==> src/rtl/scope_controller_if.sv <==
// Signal bundle between the scope controller and its UART, sampler and sample-memory neighbours.
interface scope_controller_if #(
  parameter int SAMPLE_DEPTH = 8
);
  logic                    rx_ready;
  logic [7:0]              rx_data;
  logic                    tx_active;
  logic                    tx_start;
  logic [7:0]              tx_data;
  logic                    smp_activate;
  logic                    smp_done;
  logic [SAMPLE_DEPTH-1:0] smp_offset;
  logic                    smp_tx_start;
  logic [7:0]              smp_tx_data;
  logic [15:0]             clk_div;
  logic [SAMPLE_DEPTH-1:0] rd_addr;
  logic [7:0]              rd_data;
  logic                    busy;

  modport master (
    input  rx_ready, rx_data, tx_active, smp_done, smp_offset,
           smp_tx_start, smp_tx_data, rd_data,
    output tx_start, tx_data, smp_activate, clk_div, rd_addr, busy
  );

  modport slave (
    output rx_ready, rx_data, tx_active, smp_done, smp_offset,
           smp_tx_start, smp_tx_data, rd_data,
    input  tx_start, tx_data, smp_activate, clk_div, rd_addr, busy
  );
endinterface

==> src/rtl/scope_controller.sv <==
// Command sequencer for the sampling path: parses UART commands, arms the sampler,
// shares the transmitter with it and streams the circular capture buffer oldest-first.
module scope_controller #(
  parameter int          SAMPLE_DEPTH = 8,
  parameter logic [15:0] DEFAULT_DIV  = 16'd50,
  parameter int          ARG_TIMEOUT  = 20
) (
  input  logic                  clk_50mhz,
  input  logic                  reset,
  scope_controller_if.master    bus
);

  localparam logic [7:0] CMD_SET_DIV = 8'h01;
  localparam logic [7:0] CMD_ARM     = 8'h02;
  localparam logic [7:0] CMD_READ    = 8'h03;
  localparam logic [7:0] CMD_STATUS  = 8'h04;
  localparam logic [7:0] FRAME_HDR   = 8'hA5;
  localparam logic [7:0] NO_CAPTURE  = 8'hEE;

  localparam logic [SAMPLE_DEPTH-1:0] HALF_DEPTH = {1'b1, {(SAMPLE_DEPTH-1){1'b0}}};
  localparam logic [SAMPLE_DEPTH:0]   FRAME_LEN  = {1'b1, {SAMPLE_DEPTH{1'b0}}};
  localparam logic [SAMPLE_DEPTH-1:0] ADDR_ONE   = SAMPLE_DEPTH'(1);
  localparam logic [SAMPLE_DEPTH:0]   CNT_ONE    = (SAMPLE_DEPTH+1)'(1);
  localparam logic [ARG_TIMEOUT-1:0]  TMO_ONE    = ARG_TIMEOUT'(1);

  typedef enum logic [3:0] {
    S_IDLE, S_DIV_HI, S_DIV_LO, S_CAPTURE, S_RELEASE,
    S_RD_ADDR, S_RD_DATA, S_TX_START, S_TX_WAIT_HI, S_TX_WAIT_LO
  } state_t;

  state_t                  state;
  logic [15:0]             clk_div_r;
  logic [7:0]              div_hi;
  logic [ARG_TIMEOUT-1:0]  tmo_cnt;
  logic                    have_capture;
  logic                    dropped;
  logic                    frame;
  logic [SAMPLE_DEPTH-1:0] trig_addr;
  logic [SAMPLE_DEPTH-1:0] rd_addr_r;
  logic [SAMPLE_DEPTH:0]   byte_cnt;
  logic                    tx_start_r;
  logic [7:0]              tx_data_r;
  logic                    smp_activate_r;
  logic                    sampler_owns_tx;
  logic                    tmo_sat;
  logic                    rx_is_dropped;

  // A zero divisor would stall the sampler clock, so it is promoted to 1.
  function automatic logic [15:0] sanitize_div(input logic [15:0] d);
    return (d == 16'd0) ? 16'd1 : d;
  endfunction

  assign sampler_owns_tx = (state == S_CAPTURE) || (state == S_RELEASE);
  assign tmo_sat         = &tmo_cnt;
  assign rx_is_dropped   = bus.rx_ready && !(state inside {S_IDLE, S_DIV_HI, S_DIV_LO, S_CAPTURE});

  assign bus.tx_start     = sampler_owns_tx ? bus.smp_tx_start : tx_start_r;
  assign bus.tx_data      = sampler_owns_tx ? bus.smp_tx_data  : tx_data_r;
  assign bus.smp_activate = smp_activate_r;
  assign bus.clk_div      = clk_div_r;
  assign bus.rd_addr      = rd_addr_r;
  assign bus.busy         = (state != S_IDLE);

  always_ff @(posedge clk_50mhz or negedge reset) begin
    if (!reset) begin
      state          <= S_IDLE;
      clk_div_r      <= DEFAULT_DIV;
      div_hi         <= 8'h00;
      tmo_cnt        <= '0;
      have_capture   <= 1'b0;
      dropped        <= 1'b0;
      frame          <= 1'b0;
      trig_addr      <= '0;
      rd_addr_r      <= '0;
      byte_cnt       <= '0;
      tx_start_r     <= 1'b0;
      tx_data_r      <= 8'h00;
      smp_activate_r <= 1'b0;
    end else begin
      if (rx_is_dropped) dropped <= 1'b1;

      unique case (state)
        S_IDLE: begin
          if (bus.rx_ready) begin
            unique case (bus.rx_data)
              CMD_SET_DIV: begin
                tmo_cnt <= '0;
                state   <= S_DIV_HI;
              end
              CMD_ARM: begin
                smp_activate_r <= 1'b1;
                state          <= S_CAPTURE;
              end
              CMD_READ: begin
                if (have_capture) begin
                  frame     <= 1'b1;
                  byte_cnt  <= '0;
                  rd_addr_r <= trig_addr + HALF_DEPTH;
                  tx_data_r <= FRAME_HDR;
                end else begin
                  frame     <= 1'b0;
                  tx_data_r <= NO_CAPTURE;
                end
                state <= S_TX_START;
              end
              CMD_STATUS: begin
                frame     <= 1'b0;
                tx_data_r <= {6'b0, dropped, have_capture};
                dropped   <= 1'b0;
                state     <= S_TX_START;
              end
              default: state <= S_IDLE;
            endcase
          end
        end

        S_DIV_HI: begin
          if (bus.rx_ready) begin
            div_hi  <= bus.rx_data;
            tmo_cnt <= '0;
            state   <= S_DIV_LO;
          end else if (tmo_sat) begin
            dropped <= 1'b1;
            state   <= S_IDLE;
          end else begin
            tmo_cnt <= tmo_cnt + TMO_ONE;
          end
        end

        S_DIV_LO: begin
          if (bus.rx_ready) begin
            clk_div_r <= sanitize_div({div_hi, bus.rx_data});
            tmo_cnt   <= '0;
            state     <= S_IDLE;
          end else if (tmo_sat) begin
            dropped <= 1'b1;
            state   <= S_IDLE;
          end else begin
            tmo_cnt <= tmo_cnt + TMO_ONE;
          end
        end

        // Bytes arriving here belong to the sampler; done takes priority over them.
        S_CAPTURE: begin
          if (bus.smp_done) begin
            trig_addr      <= bus.smp_offset;
            have_capture   <= 1'b1;
            smp_activate_r <= 1'b0;
            state          <= S_RELEASE;
          end
        end

        S_RELEASE: begin
          if (!bus.smp_done && !bus.tx_active) begin
            frame     <= 1'b1;
            byte_cnt  <= '0;
            rd_addr_r <= trig_addr + HALF_DEPTH;
            tx_data_r <= FRAME_HDR;
            state     <= S_TX_START;
          end
        end

        S_RD_ADDR: state <= S_RD_DATA;

        S_RD_DATA: begin
          tx_data_r <= bus.rd_data;
          rd_addr_r <= rd_addr_r + ADDR_ONE;
          byte_cnt  <= byte_cnt + CNT_ONE;
          state     <= S_TX_START;
        end

        S_TX_START: begin
          if (!bus.tx_active) begin
            tx_start_r <= 1'b1;
            state      <= S_TX_WAIT_HI;
          end
        end

        S_TX_WAIT_HI: begin
          tx_start_r <= 1'b0;
          if (bus.tx_active) state <= S_TX_WAIT_LO;
        end

        S_TX_WAIT_LO: begin
          if (!bus.tx_active)
            state <= (frame && (byte_cnt != FRAME_LEN)) ? S_RD_ADDR : S_IDLE;
        end

        default: state <= S_IDLE;
      endcase
    end
  end

endmodule

==> src/flat_wrapper.sv <==
// flat-port wrapper written by rule: the top's interface ports become plain ports
module scope_controller_flat 
#(
  parameter int          SAMPLE_DEPTH = 8,
  parameter logic [15:0] DEFAULT_DIV  = 16'd50,
  parameter int          ARG_TIMEOUT  = 20
)
  (clk_50mhz, reset, bus_rx_ready, bus_rx_data, bus_tx_active, bus_smp_done, bus_smp_offset, bus_smp_tx_start, bus_smp_tx_data, bus_rd_data, bus_tx_start, bus_tx_data, bus_smp_activate, bus_clk_div, bus_rd_addr, bus_busy);
  scope_controller_if #(.SAMPLE_DEPTH(SAMPLE_DEPTH)) bus_i ();
  input  logic clk_50mhz;
  input  logic reset;
  input wire logic [$bits(bus_i.rx_ready)-1:0] bus_rx_ready;
  input wire logic [$bits(bus_i.rx_data)-1:0] bus_rx_data;
  input wire logic [$bits(bus_i.tx_active)-1:0] bus_tx_active;
  input wire logic [$bits(bus_i.smp_done)-1:0] bus_smp_done;
  input wire logic [$bits(bus_i.smp_offset)-1:0] bus_smp_offset;
  input wire logic [$bits(bus_i.smp_tx_start)-1:0] bus_smp_tx_start;
  input wire logic [$bits(bus_i.smp_tx_data)-1:0] bus_smp_tx_data;
  input wire logic [$bits(bus_i.rd_data)-1:0] bus_rd_data;
  output wire logic [$bits(bus_i.tx_start)-1:0] bus_tx_start;
  output wire logic [$bits(bus_i.tx_data)-1:0] bus_tx_data;
  output wire logic [$bits(bus_i.smp_activate)-1:0] bus_smp_activate;
  output wire logic [$bits(bus_i.clk_div)-1:0] bus_clk_div;
  output wire logic [$bits(bus_i.rd_addr)-1:0] bus_rd_addr;
  output wire logic [$bits(bus_i.busy)-1:0] bus_busy;
  assign bus_i.rx_ready = bus_rx_ready;
  assign bus_i.rx_data = bus_rx_data;
  assign bus_i.tx_active = bus_tx_active;
  assign bus_i.smp_done = bus_smp_done;
  assign bus_i.smp_offset = bus_smp_offset;
  assign bus_i.smp_tx_start = bus_smp_tx_start;
  assign bus_i.smp_tx_data = bus_smp_tx_data;
  assign bus_i.rd_data = bus_rd_data;
  assign bus_tx_start = bus_i.tx_start;
  assign bus_tx_data = bus_i.tx_data;
  assign bus_smp_activate = bus_i.smp_activate;
  assign bus_clk_div = bus_i.clk_div;
  assign bus_rd_addr = bus_i.rd_addr;
  assign bus_busy = bus_i.busy;
  scope_controller #(.SAMPLE_DEPTH(SAMPLE_DEPTH), .DEFAULT_DIV(DEFAULT_DIV), .ARG_TIMEOUT(ARG_TIMEOUT)) u_core (.clk_50mhz(clk_50mhz), .reset(reset), .bus(bus_i));
endmodule
==> config.mk <==
export PLATFORM = sky130hd
export DESIGN_NAME = scope_controller_flat
export DESIGN_NICKNAME = d
export VERILOG_FILES = /design/src/rtl/scope_controller_if.sv /design/src/rtl/scope_controller.sv /design/src/flat_wrapper.sv
export SDC_FILE = /design/constraint.sdc
export NUM_CORES = 1
export LEC_CHECK = 0
export ABC_AREA = 0
export BUFFER_PORTS_ARGS = -buffer_cell sky130_fd_sc_hd__buf_2
export CORE_MARGIN = 10
export CORE_UTILIZATION = 50
export CTS_CLUSTER_DIAMETER = 150
export DETAILED_ROUTE_END_ITERATION = 6
export PLACE_DENSITY = 0.72
export SLEW_MARGIN = 20
export SYNTH_ARGS = -nofsm -noshare
export SYNTH_HDL_FRONTEND = slang
export SYNTH_SLANG_ARGS = --single-unit
==> constraint.sdc <==
create_clock -name clk_50mhz -period 3 [get_ports clk_50mhz]
set_input_delay 0 -clock clk_50mhz [delete_from_list [all_inputs] [get_ports clk_50mhz]]
set_output_delay 0 -clock clk_50mhz [all_outputs]
set_load 0.02 [all_outputs]
==> results.py <==
metrics = {
    "min_path": {
        "min_from": "bus_rx_ready",
        "min_path_type": "in2reg",
        "min_to": "u_core.dropped",
        "whs_path_depth": 4,
    },
    "sta": {
        "hold_viol": 0,
        "slew_viol_final": 0,
        "tns_ps": 0,
        "slew_headroom_pct": 29.96,
        "rsz0062_at_grt": "no",
        "clock_skew_ps": 11.04,
        "fin_crit_sh_pct": 83.46,
        "post-route-min-period_ps": 2504,
        "fmaxAchievable_ghz": 0.3994,
        "setup_viol": 0,
        "worst_pin_slew_ps": 1044,
    },
    "finish": {
        "layout-drive-gt1-share_pct": 26.76,
        "n_antenna_cell": 0,
        "multiInputGateArea_um2": 2317,
        "regArea_um2": 2156,
        "num-nets-final": 605,
        "fillers": 796,
        "syn_to_final_growth_pct": 20.16,
        "post-route-util_pct": 60.99,
    },
    "critical_path": {
        "r2r_slack_ps": 580,
        "reg2reg_depth": 6,
        "crit_type": "reg2out",
        "crit_chain": "nor2_1, a21oi_1, nor2_1, buf_4, mux2_2, buf_2",
        "endpoint_kind": "primary output",
        "cp_top_family": "simple AND/OR/NAND/NOR gates",
        "cp_max_fo": 19,
        "crit_slowest_cell": "dfrtp_1",
        "cp-start-kind": "register",
        "arrival_ps": 2500,
        "worstPathRequired_ps": 3000,
        "cp_common_cell": "nor2_1",
        "rr_startpoint": "u_core.state[0]",
        "crit_buf_inv": 2,
        "reg2reg_to": "u_core.tmo_cnt[15]",
        "slowest_delay_ps": 600,
    },
    "clock_network": {
        "clk_latency_ps": 360,
        "htreeDepth": 3,
        "numClockSinks": 86,
        "cts_made_buffers": 9,
        "postCtsSetupRepairBufs": 0,
        "path_clk_slew_ps": 90,
        "clockBufferDepth": 2,
        "root_buffer": "clkbuf_8",
        "tritoncts": "built",
        "postCtsHoldBufs": 25,
        "cts_resized": 0,
    },
    "place": {
        "dp_hpwl_um": 8205,
        "port_buffers": 72,
        "gp_congestion": 0.8782,
    },
    "global_route": {
        "grt_pass1_vias": 4045,
        "grt_start_max_net_pins": 56,
        "grtUsageTotal_pct": 17.81,
        "grt_pass1_wl_um": 19770,
        "antenna_found_initial": 0,
        "grt-ovfl-total": 0,
    },
    "synthesis": {
        "ys_types": 67,
        "synth.area.top_cells": "dfrtp_1 (45%), mux2_2 (9.3%), a21oi_1 (3.8%)",
        "syn_avg_cell_area_um2": 9.879,
        "synth_seq_cells": 86,
        "synthCells": 468,
        "async_reset_ff_share_pct": 100.0,
        "synth_edf_count": 0,
        "yosysWarnings": 0,
        "syn_area_um2": 4623,
        "synth_nets": 510,
        "synth_ff_type": "dfrtp_1",
        "yosysTopAreaCell": "dfrtp_1",
        "synth_top_area_share_pct": 44.93,
        "seq_area_frac_synth_pct": 46.63,
    },
    "route": {
        "routed_wl_um": 11550,
        "wl_per_cell_um": 17.01,
        "avgViaCountPerCell": 6.010,
        "firstDrtPassIters": 6,
        "vias": 4081,
        "drt_iter0_drc": 291,
        "drcViolationCount": 0,
        "antenna_left": 0,
    },
    "run": {
        "drv_cap": 0,
    },
    "pwr": {
        "p_leak_nw": 2.388,
        "ir_drop_mv": 0.5069,
        "p_per_area_nw_per_um2": 956.8,
    },
    "floorplan": {
        "coreArea_um2": 9109,
        "die_x_um": 116.2,
        "die-area_um2": 13490,
        "die_height_um": 116.2,
        "row_count": 35,
        "start_util_pct": 50.76,
        "ios": 73,
    },
    "status": {
        "status": "complete, no violations",
    },
}
per-layer routing:
metal | up-vias | part of all wire, % | global-route usage, %
li1 | 1983 | - | -
met1 | 1952 | 45 | 23.34
met2 | 131 | 46 | 28.37
met3 | 15 | 6.9 | 4.212
met4 | 0 | 1.5 | 5.922
met5 | - | 0 | 0
worst max-delay path by stage:
stage / cells past startpoint / end / from
6_report: 6 / bus_tx_start / u_core.state[0]
5_1_grt: 5 / u_core.tx_data_r[3] / u_core.state[0]
4_1_cts: 6 / bus_tx_start / u_core.state[0]
3_5_place_dp: 6 / u_core.tmo_cnt[15] / u_core.state[0]
3_3_place_gp: 4 / u_core.tx_data_r[0] / u_core.state[0]
2_1_floorplan: 7 / u_core.state[0] / u_core.state[0]
logic make-up (layout without fill, tap and decap cells):
kind of cell,after synthesis,in the layout,share of synthesized area [%]
buf+inv,33,133,3.356
mux,39,39,9.472
simple gates,178,178,21.19
fa+ha+maj,4,4,1.083
compound gates,126,126,17.89
xor+xnor,2,2,0.3790
flops,86,86,46.63
power breakdown:
| group | switching, W | internal [W] |
|---|---|---|
| combinational | 0.00148 | 0.00107 |
| sequential | 0.000351 | 0.00156 |
| clock | 0.000443 | 0.000414 |
| total | 0.00228 | 0.00304 |
cell usage in the layout, fill, tap and decap left out, types with 3 or more instances in the layout:
cell type | Yosys | routed
dfrtp_1 | 83 | 83
buf_2 | 13 | 71
nand2_1 | 42 | 42
mux2_2 | 38 | 38
a21oi_1 | 35 | 35
nor2_1 | 28 | 28
dlygate4sd3_1 | 0 | 25
o31ai_1 | 21 | 21
o21ai_0 | 19 | 19
nand4_1 | 15 | 15
nand3_1 | 14 | 14
or4_1 | 14 | 14
buf_4 | 2 | 14
o21ai_1 | 13 | 13
clkbuf_8 | 0 | 10
nor3_1 | 10 | 9
inv_1 | 7 | 7
nand2b_1 | 7 | 7
and2_1 | 7 | 7
or3_1 | 6 | 6
a31oi_1 | 6 | 6
and4_1 | 5 | 5
nor4_1 | 5 | 5
and3_1 | 5 | 5
ha_1 | 4 | 4
nor2b_1 | 3 | 3
a32o_1 | 3 | 3
o22ai_1 | 3 | 3
dfstp_2 | 3 | 3
cells in the mapped netlist (2+ instances only):
cell	number
a2111oi_0	2
a21oi_1	35
a31oi_1	6
a32o_1	3
and2_1	7
and3_1	5
and3b_1	2
and4_1	5
buf_2	13
buf_4	2
clkbuf_1	10
dfrtp_1	83
dfstp_2	3
ha_1	4
inv_1	7
mux2_2	38
nand2_1	42
nand2b_1	7
nand3_1	14
nand4_1	15
nand4b_1	2
nor2_1	28
nor2b_1	3
nor3_1	10
nor4_1	5
o211ai_1	2
o21ai_0	19
o21ai_1	13
o221a_1	2
o221ai_1	2
o22ai_1	3
o31ai_1	21
o41ai_1	2
or3_1	6
or3b_1	2
or4_1	14
tightest hold or removal path: cells and delay by family:
kind                   cells  cell delay, ps
AND/OR/NAND/NOR            2             130
AO/OA/AOI/OAI              1              70
buffers and inverters      1             190
state kept, by name, indices dropped and copies added (netlist names), 4 cells and up:
| name | flops |
|---|---|
| u_core.tmo_cnt | 20 |
| u_core.bus.clk_div | 16 |
| u_core.byte_cnt | 9 |
| u_core.bus.rd_addr | 8 |
| u_core.div_hi | 8 |
| u_core.trig_addr | 8 |
| u_core.tx_data_r | 8 |
| u_core.state | 4 |
cell type report:
class,instances,share of cell area (%)
sequential,86,38.81
timing repair buffer,110,12.79
clock inverter,6,1.239
clock buffer,10,2.477
tap,111,2.500
multi-input combinational,349,41.71
inverter,7,0.4730
per-stage QoR:
stage / power, W / hold WS, ps / area (µm²) / worst slack [ps] / instances
floorplan: 0.003710 / -295.6 / 4623 / 1052 / 468
CTS: 0.005352 / 38.80 / 5555 / 490.5 / 679
global route: 0.005743 / 62.47 / 5555 / 348.5 / 679
global placement: 0.004398 / 92.55 / 5099 / 732.4 / 638
detailed placement: 0.004460 / 100.5 / 5099 / 634.1 / 638
finish: 0.005315 / 56.10 / 5555 / 496.1 / 679
Power figures use the tool's default switching activity.
